### src/rtl/keypad_pkg.sv
// Shared types and helpers for the keypad scanner: FSM state encoding,
// width calculation for derived parameters and the linear key-code mapping.
package keypad_pkg;

  // Scanner FSM states.
  typedef enum logic [1:0] {
    KP_SCAN     = 2'd0,
    KP_DEBOUNCE = 2'd1,
    KP_HELD     = 2'd2,
    KP_RELEASE  = 2'd3
  } kp_state_e;

  // Bits needed to hold values 0..n-1, never less than one bit.
  function automatic int kp_width(input int n);
    return (n > 1) ? $clog2(n) : 1;
  endfunction

  // Linear key code: row index major, column index minor.
  function automatic int kp_code(input int row_idx, input int col_idx, input int cols);
    return row_idx * cols + col_idx;
  endfunction

endpackage

### src/rtl/keypad_fifo.sv
// Small synchronous key-event FIFO with registered head, occupancy count,
// and a one-cycle drop pulse when a push is refused because the queue is full.
module keypad_fifo
  import keypad_pkg::*;
#(
  parameter int WIDTH = 4,
  parameter int DEPTH = 4,
  localparam int AW   = kp_width(DEPTH),
  localparam int CNTW = kp_width(DEPTH + 1)
) (
  input  logic             clk1,
  input  logic             reset,
  input  logic             push,
  input  logic [WIDTH-1:0] din,
  input  logic             pop,
  output logic [WIDTH-1:0] dout,
  output logic             valid,
  output logic [CNTW-1:0]  count,
  output logic             full,
  output logic             drop
);

  logic [WIDTH-1:0] mem_q [DEPTH];
  logic [AW-1:0]    rd_q, rd_d;
  logic [AW-1:0]    wr_q, wr_d;
  logic [CNTW-1:0]  count_q, count_d;
  logic             pop_ok;
  logic             push_ok;

  assign valid = (count_q != '0);
  assign full  = (count_q == CNTW'(DEPTH));
  assign count = count_q;
  assign dout  = mem_q[rd_q];

  // Decide which of push/pop take effect; a pop on an empty queue is ignored,
  // a push on a full queue only succeeds when a pop frees a slot the same cycle.
  always_comb begin
    pop_ok  = pop && valid;
    push_ok = push && (!full || pop_ok);
    drop    = push && full && !pop_ok;
    rd_d    = pop_ok  ? rd_q + 1'b1 : rd_q;
    wr_d    = push_ok ? wr_q + 1'b1 : wr_q;
    count_d = count_q;
    if (push_ok && !pop_ok) begin
      count_d = count_q + 1'b1;
    end else if (pop_ok && !push_ok) begin
      count_d = count_q - 1'b1;
    end
  end

  // Pointer and occupancy registers; DEPTH is a power of two so pointers wrap naturally.
  always_ff @(posedge clk1 or posedge reset) begin
    if (reset) begin
      rd_q    <= '0;
      wr_q    <= '0;
      count_q <= '0;
    end else begin
      rd_q    <= rd_d;
      wr_q    <= wr_d;
      count_q <= count_d;
    end
  end

  // Storage array, cleared on reset so the head reads zero while empty.
  always_ff @(posedge clk1 or posedge reset) begin
    if (reset) begin
      for (int i = 0; i < DEPTH; i++) begin
        mem_q[i] <= '0;
      end
    end else if (push_ok) begin
      mem_q[wr_q] <= din;
    end
  end

endmodule

### src/rtl/keypad_scan_fifo.sv
// Matrix keypad scanner: walks a one-cold column drive on a slow tick,
// debounces presses and releases, and queues one code per accepted press.
//
// Consumer handshake: key_valid is high while the queue is non-empty and
// key_code shows the oldest event; a cycle with key_ack high while key_valid
// is high pops that event. key_ack while key_valid is low has no effect.
module keypad_scan_fifo
  import keypad_pkg::*;
#(
  parameter int ROWS       = 4,
  parameter int COLS       = 4,
  parameter int SCAN_DIV   = 1000,
  parameter int DEBOUNCE   = 4,
  parameter int FIFO_DEPTH = 4,
  localparam int CW        = kp_width(ROWS * COLS),
  localparam int NW        = kp_width(FIFO_DEPTH + 1)
) (
  input  logic            clk1,
  input  logic            reset,
  input  logic [ROWS-1:0] row,
  output logic [COLS-1:0] column,
  output logic            key_valid,
  output logic [CW-1:0]   key_code,
  input  logic            key_ack,
  output logic            interrupt,
  output logic            overflow,
  output logic [NW-1:0]   fifo_count
);

  localparam int PW  = kp_width(SCAN_DIV);
  localparam int CIW = kp_width(COLS);
  localparam int RIW = kp_width(ROWS);
  localparam int DW  = kp_width(DEBOUNCE);

  localparam logic [PW-1:0]  PRESC_LAST = PW'(SCAN_DIV - 1);
  localparam logic [CIW-1:0] COL_LAST   = CIW'(COLS - 1);
  localparam logic [DW-1:0]  DB_LAST    = DW'(DEBOUNCE - 1);

  logic [PW-1:0]   presc_q, presc_d;
  logic            tick;
  kp_state_e       state_q, state_d;
  logic [CIW-1:0]  col_q, col_d;
  logic [CIW-1:0]  col_next;
  logic [ROWS-1:0] row_lat_q, row_lat_d;
  logic [DW-1:0]   cnt_q, cnt_d;
  logic            pressed;
  logic [RIW-1:0]  lat_row_idx;
  logic            push;
  logic [CW-1:0]   push_code;
  logic            pop_ok;
  logic            fifo_drop;
  logic            unused_fifo_full;
  logic            overflow_q, overflow_d;
  logic            interrupt_q;

  // Scan prescaler: tick marks the last cycle of each SCAN_DIV period.
  always_comb begin
    tick    = (presc_q == PRESC_LAST);
    presc_d = tick ? '0 : presc_q + 1'b1;
  end

  // Row decode: any low row means a key is down in the driven column;
  // the lowest low row of the latched pattern names the key.
  always_comb begin
    pressed     = (row != '1);
    lat_row_idx = '0;
    for (int i = ROWS - 1; i >= 0; i--) begin
      if (!row_lat_q[i]) begin
        lat_row_idx = RIW'(i);
      end
    end
    push_code = CW'(kp_code(int'(lat_row_idx), int'(col_q), COLS));
    col_next  = (col_q == COL_LAST) ? '0 : col_q + 1'b1;
  end

  // One-cold column drive from the current column index.
  always_comb begin
    for (int i = 0; i < COLS; i++) begin
      column[i] = (col_q != CIW'(i));
    end
  end

  // Scanner FSM: all decisions are taken on tick only.
  always_comb begin
    state_d   = state_q;
    col_d     = col_q;
    row_lat_d = row_lat_q;
    cnt_d     = cnt_q;
    push      = 1'b0;
    if (tick) begin
      case (state_q)
        KP_SCAN: begin
          if (pressed) begin
            row_lat_d = row;
            cnt_d     = '0;
            state_d   = KP_DEBOUNCE;
          end else begin
            col_d = col_next;
          end
        end
        KP_DEBOUNCE: begin
          if (row == row_lat_q) begin
            if (cnt_q == DB_LAST) begin
              push    = 1'b1;
              state_d = KP_HELD;
            end else begin
              cnt_d = cnt_q + 1'b1;
            end
          end else begin
            // Bounce: abandon the candidate but stay on this column.
            state_d = KP_SCAN;
          end
        end
        KP_HELD: begin
          if (!pressed) begin
            cnt_d   = '0;
            state_d = KP_RELEASE;
          end
        end
        KP_RELEASE: begin
          if (pressed) begin
            state_d = KP_HELD;
          end else if (cnt_q == DB_LAST) begin
            col_d   = col_next;
            state_d = KP_SCAN;
          end else begin
            cnt_d = cnt_q + 1'b1;
          end
        end
        default: state_d = KP_SCAN;
      endcase
    end
  end

  // Scanner and prescaler state registers.
  always_ff @(posedge clk1 or posedge reset) begin
    if (reset) begin
      presc_q   <= '0;
      state_q   <= KP_SCAN;
      col_q     <= '0;
      row_lat_q <= '1;
      cnt_q     <= '0;
    end else begin
      presc_q   <= presc_d;
      state_q   <= state_d;
      col_q     <= col_d;
      row_lat_q <= row_lat_d;
      cnt_q     <= cnt_d;
    end
  end

  keypad_fifo #(
    .WIDTH (CW),
    .DEPTH (FIFO_DEPTH)
  ) u_fifo (
    .clk1  (clk1),
    .reset (reset),
    .push  (push),
    .din   (push_code),
    .pop   (key_ack),
    .dout  (key_code),
    .valid (key_valid),
    .count (fifo_count),
    .full  (unused_fifo_full),
    .drop  (fifo_drop)
  );

  // Sticky overflow: set by a refused push, cleared by the next real pop.
  // A drop implies no pop that cycle, so the two never coincide.
  always_comb begin
    pop_ok     = key_ack && key_valid;
    overflow_d = overflow_q;
    if (fifo_drop) begin
      overflow_d = 1'b1;
    end else if (pop_ok) begin
      overflow_d = 1'b0;
    end
  end

  // Overflow flag and the one-cycle-delayed interrupt copy of key_valid.
  always_ff @(posedge clk1 or posedge reset) begin
    if (reset) begin
      overflow_q  <= 1'b0;
      interrupt_q <= 1'b0;
    end else begin
      overflow_q  <= overflow_d;
      interrupt_q <= key_valid;
    end
  end

  assign overflow  = overflow_q;
  assign interrupt = interrupt_q;

endmodule

### config.mk
export PLATFORM = sky130hd
export DESIGN_NAME = keypad_scan_fifo
export DESIGN_NICKNAME = d
export VERILOG_FILES = /design/src/rtl/keypad_pkg.sv /design/src/rtl/keypad_fifo.sv /design/src/rtl/keypad_scan_fifo.sv
export SDC_FILE = /design/constraint.sdc
export NUM_CORES = 1
export LEC_CHECK = 0
export BUFFER_PORTS_ARGS = -buffer_cell sky130_fd_sc_hd__buf_2
export CORE_UTILIZATION = 60
export CTS_BUF_LIST = sky130_fd_sc_hd__clkbuf_8
export DETAILED_ROUTE_END_ITERATION = 16
export PLACE_DENSITY = 0.76
export SLEW_MARGIN = 15
export SYNTH_ARGS = -nofsm -noshare
export SYNTH_HDL_FRONTEND = slang
export SYNTH_SLANG_ARGS = --single-unit
### constraint.sdc
create_clock -name clk1 -period 5.55 [get_ports clk1]
set_input_delay 1.11 -clock clk1 [delete_from_list [all_inputs] [get_ports clk1]]
set_output_delay 1.11 -clock clk1 [all_outputs]
set_load 0.01 [all_outputs]
==> results of run 1 <==
==> state kept, by name, indices dropped and copies added, names as in the netlist <==
signal / count
row_lat_q: 4
col_q: 2
presc_q: 10
u_fifo.wr_q: 2
overflow: 1
interrupt: 1
cnt_q: 2
u_fifo.rd_q: 2
u_fifo.mem_q: 16
state_q: 2
u_fifo.count: 3
==> power by group <==
| group | switching (W) | internal [W] | leakage [nW] |
|---|---|---|---|
| combinational | 0.0000507 | 0.0000575 | 0.570 |
| sequential | 0.0000378 | 0.000354 | 0.569 |
| clock | 0.000105 | 0.0000854 | 0.0491 |
| total | 0.000194 | 0.000496 | 1.19 |
==> cell type report <==
| cell class | count | area share (%) |
|---|---|---|
| clock inverter | 3 | 0.537 |
| inverter | 14 | 2.05 |
| sequential | 45 | 44.1 |
| tap | 48 | 2.34 |
| multi-input combinational | 141 | 44.0 |
| timing repair buffer | 21 | 4.20 |
| clock buffer | 5 | 2.69 |
==> worst register-to-register path, stage by stage (launching register included) <==
cell	delay [ns]
dfrtp_1	0.40
ha_1	0.24
nand4b_1	0.17
nor3_2	0.68
inv_1	0.20
nor4_1	0.36
ha_1	0.24
inv_1	0.06
fa_1	0.37
xor2_1	0.17
nor2_1	0.12
xor2_1	0.16
==> cells by family after synthesis <==
logic type               after synthesis  share of synthesized area [%]
AND/OR/NAND/NOR                       67                           16.1
flip-flops                            45                           48.5
multiplexers                          27                           14.9
AO/OA/AOI/OAI                         20                           4.99
buffers and inverters                 19                           3.06
XOR/XNOR                              15                           5.64
adder cells (fa/ha/maj)               12                           6.76
==> layer usage <==
layer  vias up  global-route usage [%]  routed length (um)
met5         -                       0                   0
met4         0                    9.17                  51
met3         5                    5.36                  89
met2        12                    37.5                2020
met1       765                    29.2                1840
li1        762                       -                   -
==> worst paths after layout <==
path	to	slack, ns	cells after the start
setup reg to reg	u_fifo.count[2]	2.31	11
setup / recovery	u_fifo.count[2]	2.31	11
hold / removal	overflow	0.47	2
min in group asynchronous	u_fifo.mem_q[0]	0.94	3
max in group asynchronous	row_lat_q[3]	4.23	3
hold reg to reg	overflow	0.47	2
==> metrics by stage <==
| step | utilization (%) | hold WS (ns) | cells | worst slack (ns) | instance area [um^2] |
|---|---|---|---|---|---|
| 5_1_grt | 69.5 | 0.522 | 277 | 1.97 | 2560 |
| 6_report | 69.5 | 0.466 | 277 | 2.31 | 2560 |
| 2_1_floorplan | - | 0.449 | 205 | 2.71 | 2330 |
| 3_5_place_dp | 67.2 | 0.453 | 269 | 2.36 | 2480 |
| 4_1_cts | 69.5 | 0.471 | 277 | 2.34 | 2560 |
| 3_3_place_gp | 67.2 | 0.446 | 269 | 2.42 | 2480 |
==> layout by cell type, fill, tap and decap left out, types with 3 or more instances in the layout <==
| cell | synthesis | layout |
|---|---|---|
| nand2_1 | 22 | 22 |
| mux4_2 | 4 | 4 |
| nand3_1 | 6 | 6 |
| a21oi_1 | 6 | 6 |
| dfstp_2 | 4 | 4 |
| clkbuf_8 | 0 | 5 |
| xor2_1 | 6 | 6 |
| nand4_1 | 5 | 5 |
| dfrtp_1 | 41 | 41 |
| nor2_1 | 12 | 12 |
| inv_1 | 14 | 15 |
| a31oi_1 | 3 | 3 |
| buf_2 | 0 | 20 |
| nand2b_1 | 3 | 3 |
| mux2_2 | 22 | 22 |
| o21ai_0 | 6 | 6 |
| xnor2_1 | 9 | 9 |
| ha_1 | 11 | 11 |
==> flow_metrics.tcl, run 1 <==
set metrics [dict create \
    crit_chain "ha_1, nand4b_1, nor3_2, inv_1, nor4_1, ha_1, inv_1, fa_1, xor2_1, nor2_1, xor2_1" \
    cts_htree_levels 2 \
    hp-start "overflow" \
    core-area_mm2 0.00369 \
    ys_seq_elements 45 \
    crit_family "simple AND/OR/NAND/NOR gates" \
    fin_nets 247 \
    crit_path_end_kind "register" \
    path_buf_inv 2 \
    fillCellCount 276 \
    syn_area_mm2 0.00233 \
    p_total_w 0.000690 \
    fin_crit_ns 3.24 \
    io_pins 21 \
    r2r_start "presc_q[0]" \
    synth_top_area_share_pct 44.0 \
    drive_gt1_share_pct 27.1 \
    min_path_type "register to register" \
    num_rows 22 \
    seq_area_mm2 0.00113 \
    wirelength_mm 4.00 \
    grt_overflow 0 \
    timing.setup.tns_ns 0 \
    slowest_delay_ns 0.68 \
    syn_avg_cell_area_um2 11.4 \
    critPathRequiredTime_ns 5.77 \
    clk_pin_slew_ns 0.08 \
    synthTopCellsByArea "dfrtp_1 44%, mux2_2 11%, ha_1 5.9%, dfstp_2 4.5%, mux4_2 3.9%" \
    detailed_place_hpwl_mm 3.04 \
    die_area_mm2 0.00414 \
    finClkSkew_ns 0.00716 \
    clock-root-buffer "clkbuf_8" \
    netlist-cell-type-count 37 \
    report.final.slew_viol_count 0 \
    antenna_found_initial 0 \
    synth_edf_count 0 \
    multiInputGateArea_mm2 0.00113 \
    startpoint_type "register" \
    grt_pass1_wl_mm 7.08 \
    clk_latency_ns 0.30 \
    tritoncts "built" \
    ant_nets 0 \
    drtPass1Iterations 4 \
    synthFlopType "dfrtp_1" \
    power.density_mw_per_mm2 269 \
    crit_fanout 15 \
    cpMaxStageDelayCell "nor3_2" \
    numPortBuffers 20 \
    dieHeight_um 64.3 \
    gp_congestion 0.811 \
    grt_pass1_vias 1541 \
    num_vias 1544 \
    wire_per_inst_um 14.4 \
    cts_inserted_buffers 5 \
    drcViolationCount 0 \
    synth.most_common_cell "dfrtp_1" \
    grtUsageTotal_pct 22.9 \
    syn_to_final_growth_pct 9.93 \
    critPathLaunch "presc_q[0]" \
    async_flop_share_pct 100 \
    irDropWorstVdd_mv 0.198 \
    clk_path_buf_depth 2 \
    worstPathArrival_ns 3.46 \
    synth_fp_nets 224 \
    rsz0062_at_grt "no" \
    synthTopCellsByCount "41 x dfrtp_1, 22 x mux2_2, 22 x nand2_1, 14 x inv_1, 12 x nor2_1" \
    synth_seq_area_share_pct 48.5 \
    finalSetupViolations 0 \
    holdBufCountCts 0 \
    drtIter0Drc 95 \
    post_cts_buffers 0 \
    vias_per_cell 5.57 \
    synth_cells 205 \
    start_util_pct 63.2 \
    fp.dieW_um 64.3 \
    synth_warnings 0 \
    fmax_mhz 308 \
    cts_resized 0 \
    antenna-diode-count 0 \
    cap_violations 0 \
    hold_viol 0 \
    cts_sinks 45 \
    relSlewSlack_pct 42.9 \
    post-route-period-util_pct 58.4 \
    setup.worst_path.class "register to register" \
    grt_max_degree 46 \
    status "finished, final reports clean" \
    worstMarginPinSlew_ns 0.852 \
    leakagePower_nw 1.19 \
    synth_top_cell_by_area "dfrtp_1" \
]
(Power assumes the default switching activity.)
==> run 2, diff against run 1 <==
--- a/config.mk
+++ b/config.mk
@@ -5,6 +5,7 @@
 export SDC_FILE = /design/constraint.sdc
 export NUM_CORES = 1
 export LEC_CHECK = 0
+export ABC_AREA = 1
 export BUFFER_PORTS_ARGS = -buffer_cell sky130_fd_sc_hd__buf_2
 export CORE_UTILIZATION = 60
 export CTS_BUF_LIST = sky130_fd_sc_hd__clkbuf_8
==> constraint.sdc (replaced) <==
create_clock -name clk1 -period 3.4 [get_ports clk1]
set_input_delay 0.68 -clock clk1 [delete_from_list [all_inputs] [get_ports clk1]]
set_output_delay 0.68 -clock clk1 [all_outputs]
set_load 0.01 [all_outputs]
==> run 2 against run 1 <==
Net effect:
- core utilization down 0.28 points
- via count up 37%
- non-clock buffer count up 2
- synthesized cell count up 53%
- flip-flop and latch count unchanged
- design area up 8.0%
- power up 93%
- sequential share of layout area down 3.3 points
- final cell count up 41%
- largest power group unchanged
==> flow_metrics.tcl, run 2 <==
set metrics [dict create \
    status "finished, final reports clean" \
    tritoncts "built" \
    grt-busiest-layer "met2" \
    grt.met3_usage_pct 3.60 \
    power.density_mw_per_mm2 481 \
    post_cts_buffers 0 \
    relSlewSlack_pct 55.1 \
    wire_per_inst_um 12.8 \
    clk_pin_slew_ns 0.10 \
    synthFlopType "dfrtp_1" \
    syn_area_mm2 0.00251 \
    netlist-cell-type-count 33 \
    cpMaxStageDelayCell "dfrtp_1" \
    clock-root-buffer "clkbuf_8" \
    synth_top_area_share_pct 40.9 \
    grt_overflow 0 \
    holdPathEnd "u_fifo.mem_q[7]" \
    syn_avg_cell_area_um2 7.99 \
    synth_edf_count 0 \
    use_met2_pct 40.2 \
    worstMarginPinSlew_ns 0.669 \
    finalSetupViolations 0 \
    reg_top3 "u_fifo.mem_q: 16 flops, presc_q: 10 flops, row_lat_q: 4 flops" \
    num_vias 2119 \
    grt_pass1_vias 1890 \
    fillCellCount 324 \
    synth_cells 314 \
    crit_path_end_kind "register" \
    irDropWorstVdd_mv 0.262 \
    hold_path_depth 2 \
    detailed_place_hpwl_mm 3.64 \
    dieHeight_um 66.7 \
    ys_seq_elements 45 \
    post-route-period-util_pct 71.9 \
    drtIter0Drc 178 \
    timing.setup.tns_ns 0 \
    fp.dieW_um 66.7 \
    start_util_pct 62.7 \
    min_path_type "register to register" \
    largest_reg_flops 16 \
    synthTopCellsByArea "dfrtp_1 41%, nand2_1 14%, ha_1 5.5%, inv_1 5.2%, nand4_1 4.5%" \
    synth_fp_nets 333 \
    rrSetupSlack_ns 0.95 \
    leakagePower_nw 1.38 \
    design_area_mm2 0.00277 \
    hold_viol 0 \
    grt_max_degree 46 \
    worstPathArrival_ns 2.63 \
    fin_crit_ns 2.45 \
    vias_per_cell 5.43 \
    startpoint_type "register" \
    crit_chain "ha_1, nand2_1, inv_1, nand4_1, nor2_4, nand2_1, inv_2, ha_1, inv_1, fa_1, a21oi_1, o21ai_0, xor2_1" \
    finClkSkew_ns 0.0146 \
    syn_to_final_growth_pct 10.3 \
    slowest_delay_ns 0.41 \
    hold_slack_ns 0.476 \
    critPathRequiredTime_ns 3.58 \
    reg2reg_depth 13 \
    crit_family "adder cells" \
    gp_congestion 0.838 \
    antenna_found_initial 0 \
    drcViolationCount 0 \
    layout_common_cells "92 x nand2_1, 41 x dfrtp_1, 34 x inv_1, 29 x nor2_1" \
    numPortBuffers 20 \
    synthTopCellsByCount "92 x nand2_1, 41 x dfrtp_1, 35 x inv_1, 29 x nor2_1, 20 x o21ai_0" \
    r2r-end "u_fifo.count[2]" \
    wirelength_mm 5.00 \
    place_area_mm2 0.00265 \
    r2r_start "presc_q[0]" \
    ant_nets 0 \
    clk_path_buf_depth 2 \
    report.final.slew_viol_count 0 \
    core-area_mm2 0.00400 \
    rsz0062_at_grt "no" \
    synth_seq_area_share_pct 45.1 \
    p_total_w 0.00133 \
    antenna-diode-count 0 \
    drtPass1Iterations 4 \
    grt_pass1_wl_mm 8.32 \
    cts_htree_levels 2 \
    path_buf_inv 3 \
    num_rows 23 \
    grtUsageTotal_pct 25.0 \
    final_common_cell "nand2_1" \
    synth_top_cell_by_area "dfrtp_1" \
    synth.most_common_cell "nand2_1" \
    cap_violations 0 \
    cts_inserted_buffers 5 \
    cts_resized 0 \
    drive_gt1_share_pct 15.3 \
    fin_nets 358 \
    cts_sinks 45 \
    die_area_mm2 0.00445 \
    fmax_mhz 409 \
    clk_latency_ns 0.31 \
    async_flop_share_pct 100 \
    regMostFlops "u_fifo.mem_q" \
    setup.worst_path.class "register to register" \
    crit_fanout 4 \
    use_met1_pct 34.1 \
    io_pins 21 \
    synth_warnings 0 \
    hp-start "u_fifo.mem_q[7]" \
    final_util_pct 69.2 \
    holdBufCountCts 0 \
]
[run 2: cell families (layout without fill, tap and decap cells)]
family	count (synthesis)	after routing	share of synthesized area, %
XOR/XNOR	4	4	1.40
flip-flops	45	45	45.1
buffers and inverters	47	73	7.98
adder cells (fa/ha/maj)	12	12	6.28
AO/OA/AOI/OAI	39	39	8.57
AND/OR/NAND/NOR	167	167	30.7
[run 2: final cells by class]
| type | count | area (um^2) | area share, % |
|---|---|---|---|
| clock buffers | 5 | 68.8 | 2.49 |
| multi-input cells | 222 | 1180 | 42.6 |
| well taps | 50 | 62.6 | 2.26 |
| inverters | 42 | 158 | 5.70 |
| clock inverters | 3 | 46.3 | 1.67 |
| repair buffers | 23 | 123 | 4.43 |
| flip-flops and latches | 45 | 1130 | 40.9 |
[run 2: through the flow]
| step | setup slack (ns) | std cells |
|---|---|---|
| 3_5_place_dp | 0.808 | 382 |
| 2_1_floorplan | 0.979 | 314 |
| 3_3_place_gp | 0.883 | 382 |
| 4_1_cts | 0.946 | 390 |
| 5_1_grt | 0.753 | 390 |
| 6_report | 0.954 | 390 |
[run 2: worst register-to-register path: cells and delay by family, from the launching register on]
family / cells / cell delay [ns]
XOR/XNOR: 1 / 0.15
adder cells (fa/ha/maj): 3 / 0.73
AND/OR/NAND/NOR: 4 / 0.53
buffers and inverters: 3 / 0.26
flip-flops: 1 / 0.41
AO/OA/AOI/OAI: 2 / 0.25
[run 2: worst max path at each step]
stage                            endpoint  cells past startpoint  slack (ns)  startpoint
final                     u_fifo.count[2]                     13        0.95  presc_q[0]
after global routing      u_fifo.count[2]                     13        0.75  presc_q[0]
after CTS                 u_fifo.count[2]                     13        0.95  presc_q[0]
after detailed placement  u_fifo.count[2]                     15        0.81      row[1]
after global placement    u_fifo.count[2]                     15        0.88      row[1]
after floorplan           u_fifo.count[2]                     14        0.98      row[1]
[run 2: report_power, final]
group | leakage, nW | internal (W) | switching, W
Clock | 0.0543 | 0.000220 | 0.000195
Sequential | 0.572 | 0.000570 | 0.0000495
Combinational | 0.756 | 0.000115 | 0.000181
Total | 1.38 | 0.000905 | 0.000425
[run 2: metal layers]
| layer | wire length, um | share of wire, % | vias up |
|---|---|---|---|
| li1 | - | - | 1069 |
| met1 | 2460 | 49 | 1001 |
| met2 | 2320 | 46 | 39 |
| met3 | 126 | 2.5 | 10 |
| met4 | 86 | 1.7 | 0 |
| met5 | 0 | 0 | - |
==> run 3, diff against run 2 <==
--- a/config.mk
+++ b/config.mk
@@ -7,10 +7,10 @@
 export LEC_CHECK = 0
 export ABC_AREA = 1
 export BUFFER_PORTS_ARGS = -buffer_cell sky130_fd_sc_hd__buf_2
-export CORE_UTILIZATION = 60
+export CORE_UTILIZATION = 56
 export CTS_BUF_LIST = sky130_fd_sc_hd__clkbuf_8
 export DETAILED_ROUTE_END_ITERATION = 16
-export PLACE_DENSITY = 0.76
+export PLACE_DENSITY = 0.74
 export SLEW_MARGIN = 15
 export SYNTH_ARGS = -nofsm -noshare
 export SYNTH_HDL_FRONTEND = slang
==> constraint.sdc (replaced) <==
create_clock -name clk1 -period 2.1 [get_ports clk1]
set_input_delay 0.42 -clock clk1 [delete_from_list [all_inputs] [get_ports clk1]]
set_output_delay 0.42 -clock clk1 [all_outputs]
set_load 0.01 [all_outputs]
==> run 3 against run 2 <==
Net effect:
- the run now ends with negative setup slack left
- register-to-register slack worse by 1.1 ns
- flip-flop and latch count unchanged
- final cell count up 11%
- routed wire length up 13%
- largest cell class unchanged
- critical endpoint unchanged
- largest power group unchanged
==> flow_metrics.tcl, run 3 (synthesis results as in run 2) <==
set metrics [dict create \
    vias_per_cell 5.20 \
    core-area_mm2 0.00414 \
    cts_htree_levels 2 \
    switching_power_w 0.000695 \
    post-place-ws_ns -0.137 \
    timing.setup.tns_ns -0.237 \
    crit_fanout 2 \
    slowest_delay_ns 0.54 \
    comb_power_share_pct 25.0 \
    startpoint_type "register" \
    critPathRequiredTime_ns 2.29 \
    largest_reg_flops 16 \
    power.density_mw_per_mm2 710 \
    drtPass1Iterations 4 \
    timing.final.ws_setup_ns -0.152 \
    ant_nets 0 \
    cts_sinks 45 \
    num_vias 2257 \
    grtUsageTotal_pct 26.9 \
    final_common_cell "nand2_1" \
    grt_pass1_vias 2126 \
    die_area_mm2 0.00475 \
    cts_inserted_buffers 5 \
    cpMaxStageDelayCell "dfstp_2" \
    dieHeight_um 68.9 \
    clk_path_buf_depth 2 \
    p_total_w 0.00223 \
    cp_num_cells 14 \
    p_clk_share_pct 30.7 \
    post-route-period-util_pct 107 \
    detailed_place_hpwl_mm 4.01 \
    cap_violations 0 \
    holdBufCountCts 0 \
    crit_family "simple AND/OR/NAND/NOR gates" \
    drcViolationCount 0 \
    r2r-end "u_fifo.count[2]" \
    grt_max_degree 46 \
    gp_congestion 0.888 \
    pwr-share-seq_pct 44.3 \
    rrSetupSlack_ns -0.15 \
    clk_latency_ns 0.30 \
    clk_pin_slew_ns 0.08 \
    crit_path_end_kind "register" \
    critPathCapture "u_fifo.count[2]" \
    rsz0062_at_grt "yes" \
    fin_crit_ns 2.25 \
    finClkSkew_ns 0.00413 \
    report.final.slew_viol_count 0 \
    regMostFlops "u_fifo.mem_q" \
    clock-root-buffer "clkbuf_8" \
    syn_to_final_growth_pct 25.2 \
    path_buf_inv 3 \
    status "finished with violations" \
    numPortBuffers 20 \
    swShare_pct 31.2 \
    worstPathArrival_ns 2.44 \
    leakagePower_nw 1.60 \
    grt_overflow 0 \
    irDropWorstVdd_mv 0.634 \
    r2r_start "row_lat_q[1]" \
    final_util_pct 75.8 \
    reg_top3 "u_fifo.mem_q: 16 flops, presc_q: 10 flops, row_lat_q: 4 flops" \
    setup.worst_path.class "register to register" \
    antenna-diode-count 0 \
    hold_viol 0 \
    wire_per_inst_um 13.0 \
    critPathLaunch "row_lat_q[1]" \
    crit_chain "inv_2, nand2_1, nand2_1, nor2_2, nand3_2, nor2_4, nand2_2, inv_2, ha_4, inv_4, fa_2, a21oi_2, o21ai_1, xor2_1" \
    drtIter0Drc 208 \
    worstMarginPinSlew_ns 0.582 \
    grt_pass1_wl_mm 9.25 \
    violations "negative setup slack" \
    p_int_w 0.00154 \
    num_rows 23 \
    antenna_found_initial 0 \
    min_path_type "primary input to async pin" \
    fin_nets 402 \
    drive_gt1_share_pct 27.9 \
    finalSetupViolations 2 \
    relSlewSlack_pct 61.0 \
    tritoncts "built" \
    fp.dieW_um 68.9 \
    wirelength_mm 5.66 \
    layout_common_cells "90 x nand2_1, 46 x buf_4, 41 x dfrtp_1, 31 x inv_1, 28 x nor2_1" \
    reg2reg_depth 14 \
    io_pins 21 \
    start_util_pct 60.6 \
    fmax_mhz 444 \
]
-- run 3: power by group through the flow --
stage	Clock [W]	Sequential (W)	Combinational, W
2_1_floorplan	0	0.00100	0.000339
3_3_place_gp	0	0.00101	0.000524
3_5_place_dp	0	0.00100	0.000532
4_1_cts	0.000701	0.000987	0.000540
5_1_grt	0.000730	0.000997	0.000627
6_report	0.000685	0.000988	0.000557
-- run 3: stage by stage --
| stage | instance area (um^2) | std cells | hold WS (ns) |
|---|---|---|---|
| after global placement | 2910 | 414 | 0.454 |
| final | 3140 | 434 | 0.243 |
| after global routing | 3140 | 434 | 0.322 |
| after floorplan | 2530 | 314 | 0.437 |
| after CTS | 3090 | 429 | 0.270 |
| after detailed placement | 2910 | 414 | 0.453 |
-- run 3: worst min path at each step --
stage	startpoint	end	slack, ns	cells past startpoint
CTS	reset	u_fifo.mem_q[8]	0.27	3
global placement	u_fifo.mem_q[4]	u_fifo.mem_q[4]	0.45	2
finish	reset	u_fifo.mem_q[8]	0.24	3
global route	reset	u_fifo.mem_q[8]	0.32	3
floorplan	u_fifo.mem_q[4]	u_fifo.mem_q[4]	0.44	2
detailed placement	u_fifo.mem_q[4]	u_fifo.mem_q[4]	0.45	2
-- run 3: routing by layer --
layer,routed length [um],global-route usage (%)
met1,2650,34.6
met5,0,0
met4,138,14.0
met3,180,3.62
met2,2690,43.9
-- run 3: worst min-delay path, cell delays in order --
cell and delay (ns):
buf_2 0.10, clkinv_1 0.03, buf_4 0.46
-- run 3: timing repair --
| action | in CTS | in global routing |
|---|---|---|
| pin swaps | 6 | 6 |
| gates resized for setup | 3 | 5 |
| setup buffers | 7 | 5 |
| endpoints found under the setup margin | 2 | 2 |
| cloned | 0 | 0 |
-- run 3: layout make-up --
cell class              instances  area [um^2]
clock buffers                   6         82.6
multi-input cells             222         1210
inverters                      42          160
fillers                       319         1000
well taps                      50         62.6
flip-flops and latches         45         1130
clock inverters                 2         37.5
repair buffers                 67          457
